===== config.mk =====
export PLATFORM = sky130hd
export DESIGN_NAME = imem_loader
export DESIGN_NICKNAME = d
export VERILOG_FILES = /design/src/rtl/imem_loader.sv
export SDC_FILE = /design/constraint.sdc
export NUM_CORES = 1
export LEC_CHECK = 0
export CORE_ASPECT_RATIO = 1.25
export CORE_MARGIN = 2
export CORE_UTILIZATION = 54
export CTS_CLUSTER_DIAMETER = 60
export DETAILED_ROUTE_END_ITERATION = 7
export PLACE_DENSITY = 0.77
export SYNTH_ARGS = -nofsm -noshare
export SYNTH_HDL_FRONTEND = slang
export SYNTH_SLANG_ARGS = --single-unit

===== constraint.sdc =====
create_clock -name clk -period 5.7 [get_ports clk]
set_input_delay 1.425 -clock clk [delete_from_list [all_inputs] [get_ports clk]]
set_output_delay 1.425 -clock clk [all_outputs]
set_load 0.02 [all_outputs]

===== src/rtl/imem_loader.sv =====
// imem_loader: receives a program image as a byte stream and writes it into
// instruction memory. Each instruction is assembled as a little-endian 32-bit
// word. The CPU is held in reset until the whole image is written and its
// checksum matches.
//
// Stream format: 4-byte LE word count N, then N words of 4 LE bytes each,
// then one checksum byte. The checksum is the XOR of the payload bytes only.
//
// Ports:
//   clk, rst      clock; asynchronous active-high reset
//   start         begins a load (honoured in IDLE, DONE and ERR)
//   byte_in       stream byte
//   byte_valid    byte_in holds a valid byte
//   byte_ready    loader accepts a byte this cycle
//   we_out        one-cycle write strobe per assembled word
//   wa_out        instruction-memory byte address of the write
//   wd_out        instruction word being written
//   cpu_hold      keeps the CPU core in reset while high
//   done          image loaded and checksum matched
//   error         oversize image or checksum mismatch
//   words_loaded  number of words written in the current load
module imem_loader #(
  parameter int unsigned                 DATA_WIDTH = 32,
  parameter int unsigned                 ADDR_WIDTH = 32,
  parameter logic [ADDR_WIDTH-1:0]       BASE_ADDR  = 32'hBFC00000,
  parameter int unsigned                 MAX_WORDS  = 1024
) (
  input  logic                  clk,
  input  logic                  rst,
  input  logic                  start,
  input  logic [7:0]            byte_in,
  input  logic                  byte_valid,
  output logic                  byte_ready,
  output logic                  we_out,
  output logic [ADDR_WIDTH-1:0] wa_out,
  output logic [DATA_WIDTH-1:0] wd_out,
  output logic                  cpu_hold,
  output logic                  done,
  output logic                  error,
  output logic [15:0]           words_loaded
);

  typedef enum logic [2:0] {
    S_IDLE,
    S_HDR,
    S_DATA,
    S_CSUM,
    S_DONE,
    S_ERR
  } state_t;

  state_t                  state_q;
  logic [1:0]              idx_q;
  logic [DATA_WIDTH-1:0]   word_q;
  logic [15:0]             n_q;
  logic [7:0]              csum_q;
  logic                    byte_ready_q;
  logic                    we_q;
  logic [ADDR_WIDTH-1:0]   wa_q;
  logic [DATA_WIDTH-1:0]   wd_q;
  logic                    cpu_hold_q;
  logic                    done_q;
  logic                    error_q;
  logic [15:0]             words_q;

  logic                    accept;
  logic                    last_byte;
  logic                    last_word;
  logic [DATA_WIDTH-1:0]   word_d;
  logic [7:0]              csum_d;
  logic [ADDR_WIDTH-1:0]   wa_d;

  assign accept    = byte_valid && byte_ready_q;
  assign last_byte = (idx_q == 2'd3);
  // New bytes enter at the top and shift down, so after four bytes the first
  // byte received sits in bits [7:0]. The header count uses the same register.
  assign word_d    = {byte_in, word_q[DATA_WIDTH-1:8]};
  assign csum_d    = csum_q ^ byte_in;
  assign wa_d      = BASE_ADDR + ADDR_WIDTH'({words_q, 2'b00});
  assign last_word = ((words_q + 16'd1) == n_q);

  always_ff @(posedge clk or posedge rst) begin
    if (rst) begin
      state_q      <= S_IDLE;
      idx_q        <= '0;
      word_q       <= '0;
      n_q          <= '0;
      csum_q       <= '0;
      byte_ready_q <= 1'b0;
      we_q         <= 1'b0;
      wa_q         <= BASE_ADDR;
      wd_q         <= '0;
      cpu_hold_q   <= 1'b1;
      done_q       <= 1'b0;
      error_q      <= 1'b0;
      words_q      <= '0;
    end else begin
      we_q <= 1'b0;
      case (state_q)
        S_IDLE, S_DONE, S_ERR: begin
          if (start) begin
            state_q      <= S_HDR;
            byte_ready_q <= 1'b1;
            idx_q        <= '0;
            words_q      <= '0;
            csum_q       <= '0;
            done_q       <= 1'b0;
            error_q      <= 1'b0;
            cpu_hold_q   <= 1'b1;
          end
        end
        S_HDR: begin
          if (accept) begin
            word_q <= word_d;
            idx_q  <= idx_q + 2'd1;
            if (last_byte) begin
              if (word_d > DATA_WIDTH'(MAX_WORDS)) begin
                state_q      <= S_ERR;
                error_q      <= 1'b1;
                byte_ready_q <= 1'b0;
              end else if (word_d == '0) begin
                state_q <= S_CSUM;
              end else begin
                // Count already bounded by MAX_WORDS, which fits in 16 bits.
                n_q     <= word_d[15:0];
                state_q <= S_DATA;
              end
            end
          end
        end
        S_DATA: begin
          if (accept) begin
            word_q <= word_d;
            csum_q <= csum_d;
            idx_q  <= idx_q + 2'd1;
            if (last_byte) begin
              we_q    <= 1'b1;
              wa_q    <= wa_d;
              wd_q    <= word_d;
              words_q <= words_q + 16'd1;
              if (last_word) state_q <= S_CSUM;
            end
          end
        end
        S_CSUM: begin
          if (accept) begin
            byte_ready_q <= 1'b0;
            if (byte_in == csum_q) begin
              state_q    <= S_DONE;
              done_q     <= 1'b1;
              cpu_hold_q <= 1'b0;
            end else begin
              state_q <= S_ERR;
              error_q <= 1'b1;
            end
          end
        end
        default: state_q <= S_IDLE;
      endcase
    end
  end

  assign byte_ready   = byte_ready_q;
  assign we_out       = we_q;
  assign wa_out       = wa_q;
  assign wd_out       = wd_q;
  assign cpu_hold     = cpu_hold_q;
  assign done         = done_q;
  assign error        = error_q;
  assign words_loaded = words_q;

endmodule


==> run_results.csv <==
group,metric,value,unit
sta,skew,0.00782,ns
sta,setup_viol,0,
clocking,clock_latency,0.41,ns
routing,drt-total-wl,13900,um
synth,syn-cell-area,5890,sq um
synth,ys_types,54,
setup_path,cp_max_fo,55,
setup_path,crit_type,"in2reg",
synth,async_flop_share,100,%
floorplan,die_width,97.4,um
sta,fmax,0.274,GHz
sta,slew_viol_final,0,
outcome,outcome,"complete, no violations",
placement,hpwl,9350,um
routing,drt_iter0_drc,210,
global_routing,track_usage,24.8,%
power,power.total,2560,uW
floorplan,rows,42,
placement,gp_congestion,0.871,
synth,ys_seq_elements,122,
power,powerDensity,351,nW/um^2
routing,vias_per_cell,5.67,
floorplan,die-area,11800,sq um
clocking,cts_buffers,17,
placement,io_buffers,80,
routing,wl_per_cell,16.8,um
sta,hold_viol_final,0,
synth,synthCells,613,
clocking,cts-htree-levels,4,
global_routing,grt_pass1_vias,4737,
clocking,post_cts_buffers,0,
power,p_leak,0.00338,uW
routing,routed-wl-met3,523,um
synth,synth_top_flop_cell,"dfrtp_1",
final_layout,regArea,3050,sq um
clocking,clkSinkCount,122,
setup_path,worstPathArrival,3.98,ns
clocking,post_cts_resized,0,
final_layout,drive_above_1_share,12.4,%
final_layout,syn2layout_area_growth,24.0,%
floorplan,core,10600,sq um
setup_path,rr_worst_depth,7,
sta,tightest_slew,1.26,ns
floorplan,start_util,55.4,%
global_routing,antenna_found_initial,0,
final_layout,multiInputGateArea,2620,sq um
power,irDropWorstVdd,0.277,mV
routing,dr_total_vias,4690,
clocking,tritoncts,"yes",
min_path,holdPathStages,2,
routing,drc,0,
routing,highest_layer,"met4",
flow_run,max-cap-violations,0,
sta,tns,0,ns
floorplan,io_pins,97,
synth,synth-edff-count,0,
clocking,clk_path_buf_depth,2,
sta,period_needed,3.65,ns
clocking,cts-root-buf,"clkbuf_16",
routing,first_pass_iters,4,
clocking,holdBufCountCts,0,
min_path,min_path_type,"reg2reg",
sta,post-route-period-util,64.1,%
setup_path,start_kind,"input pin",
clocking,clk_pin_slew,0.06,ns
sta,max_slew_margin,15.4,%
setup_path,worstPathRequired,6.03,ns
global_routing,grt_max_degree,73,
final_layout,nFillCells,811,
routing,ant_nets,0,
sta,rsz0062_at_grt,"false",
setup_path,crit_path_end_kind,"register",
floorplan,die_y,121,um
routing,wl_met1,5890,um
synth,yosys_warnings,0,
synth,avgSynthCellArea,9.60,sq um
synth,yosysSeqAreaShare,51.9,%
global_routing,grt_overflow,0,
final_layout,layout.nets,696,
final_layout,antenna_cells,0,
routing,met2_length,7070,um
setup_path,reg2reg_slack,2.97,ns
global_routing,grt_pass1_wl,23400,um
-- cell usage after synthesis (3+ instances only) --
| master | number | area share, % |
|---|---|---|
| nand4_1 | 6 | 0.64 |
| nor2_1 | 35 | 2.2 |
| inv_1 | 4 | 0.26 |
| o21ai_0 | 41 | 3.5 |
| o31ai_1 | 7 | 0.89 |
| dfrtp_1 | 121 | 51 |
| and3_1 | 10 | 1.1 |
| nor4_1 | 6 | 0.64 |
| and4_1 | 3 | 0.45 |
| buf_4 | 18 | 2.3 |
| and2_1 | 8 | 0.85 |
| nand3_1 | 16 | 1.4 |
| a31oi_1 | 8 | 0.85 |
| buf_1 | 4 | 0.26 |
| nand2_1 | 174 | 11 |
| mux2_2 | 30 | 5.7 |
| nor3_1 | 3 | 0.26 |
| xnor2_1 | 24 | 3.6 |
| clkbuf_1 | 12 | 0.77 |
| buf_2 | 14 | 1.2 |
| a21o_1 | 3 | 0.38 |
| a21oi_1 | 7 | 0.60 |
| xor2_1 | 3 | 0.45 |
| or4_1 | 5 | 0.64 |
| mux2_4 | 7 | 1.8 |
| nor2b_1 | 6 | 0.64 |
| nor3_2 | 3 | 0.51 |
-- registers in the layout, indices dropped and copies added (netlist names) --
| signal | count |
|---|---|
| word_q | 24 |
| done | 1 |
| n_q | 16 |
| error | 1 |
| we_out | 1 |
| idx_q | 2 |
| byte_ready | 1 |
| wd_out | 32 |
| csum_q | 8 |
| words_loaded | 16 |
| cpu_hold | 1 |
| state_q | 3 |
| wa_out | 16 |
-- power breakdown --
part           leakage (uW)  switching [uW]  internal [uW]
Combinational       0.00144             170            165
Clock              0.000299             417            696
Sequential          0.00164             142            971
Total               0.00338             729           1830
-- through the flow --
step                util [%]  hold WS, ns  area, sq um  setup WS [ns]  std cells
finish                  68.8        0.470         7300           2.05        827
global route            68.8        0.501         7300           1.76        827
CTS                     68.8        0.478         7300           2.04        827
detailed placement      63.0        0.462         6680           1.63        795
global placement        63.0        0.459         6680           1.72        795
floorplan                  -        0.455         5940           1.03        627
-- area by class of cell --
| type | instances | share of cell area [%] |
|---|---|---|
| clock buffers | 17 | 5.83 |
| clock inverters | 15 | 2.61 |
| inverters | 4 | 0.240 |
| multi-input cells | 453 | 35.8 |
| flip-flops and latches | 122 | 41.8 |
| well taps | 132 | 2.26 |
| repair buffers | 84 | 11.4 |
-- critical path, stage by stage --
cell and delay [ns]:
clkdlybuf4s50_1 0.52, and3_1 0.24, nand3_2 0.69, inv_1 0.26, buf_4 0.50, nand4_1 0.15
o21ai_0 0.17
-- layout by cell type, fill, tap and decap left out, types with 3 or more instances in the layout --
| cell | count |
|---|---|
| inv_6 | 4 |
| nand4_1 | 6 |
| nor3_1 | 3 |
| and2_1 | 8 |
| nor2_1 | 35 |
| nand3_1 | 15 |
| o31ai_1 | 7 |
| nor4_1 | 6 |
| nor2b_1 | 6 |
| clkdlybuf4s50_1 | 80 |
| a21o_1 | 3 |
| clkinv_4 | 6 |
| a21oi_1 | 7 |
| and3_1 | 10 |
| inv_1 | 3 |
| xnor2_1 | 24 |
| nand3_2 | 3 |
| xor2_1 | 3 |
| o21ai_0 | 41 |
| dfrtp_1 | 121 |
| buf_4 | 4 |
| mux2_2 | 30 |
| and4_1 | 3 |
| nand2_1 | 174 |
| conb_1 | 16 |
| or4_1 | 5 |
| mux2_4 | 7 |
| a31oi_1 | 8 |
| clkbuf_16 | 17 |
| bufinv_16 | 3 |
-- logic make-up after synthesis --
kind of cell	share of synthesized area, %
muxes	7.87
other	0.128
AOI/OAI and AO/OA	8.82
xor gates and xnor gates	4.40
buffers and inverters	4.76
adders and majority gates	0.425
DFF	51.9
and+or+nand+nor	21.7
-- layer usage --
metal  track usage (%)  vias up
met4              11.5        0
li1                  -     2190
met5                 0        -
met2              42.2      133
met1              30.8     2337
met3              4.68       30
-- path summary, 6_finish.rpt --
kind                                          to  startpoint
worst max-delay path            words_loaded[14]  byte_valid
worst min register to register        wa_out[16]  wa_out[16]
worst max register to register  words_loaded[15]    idx_q[0]
worst min-delay path                  wa_out[16]  wa_out[16]
max in group asynchronous              word_q[9]         rst
min in group asynchronous             wd_out[11]         rst
(Power assumes the default switching activity.)
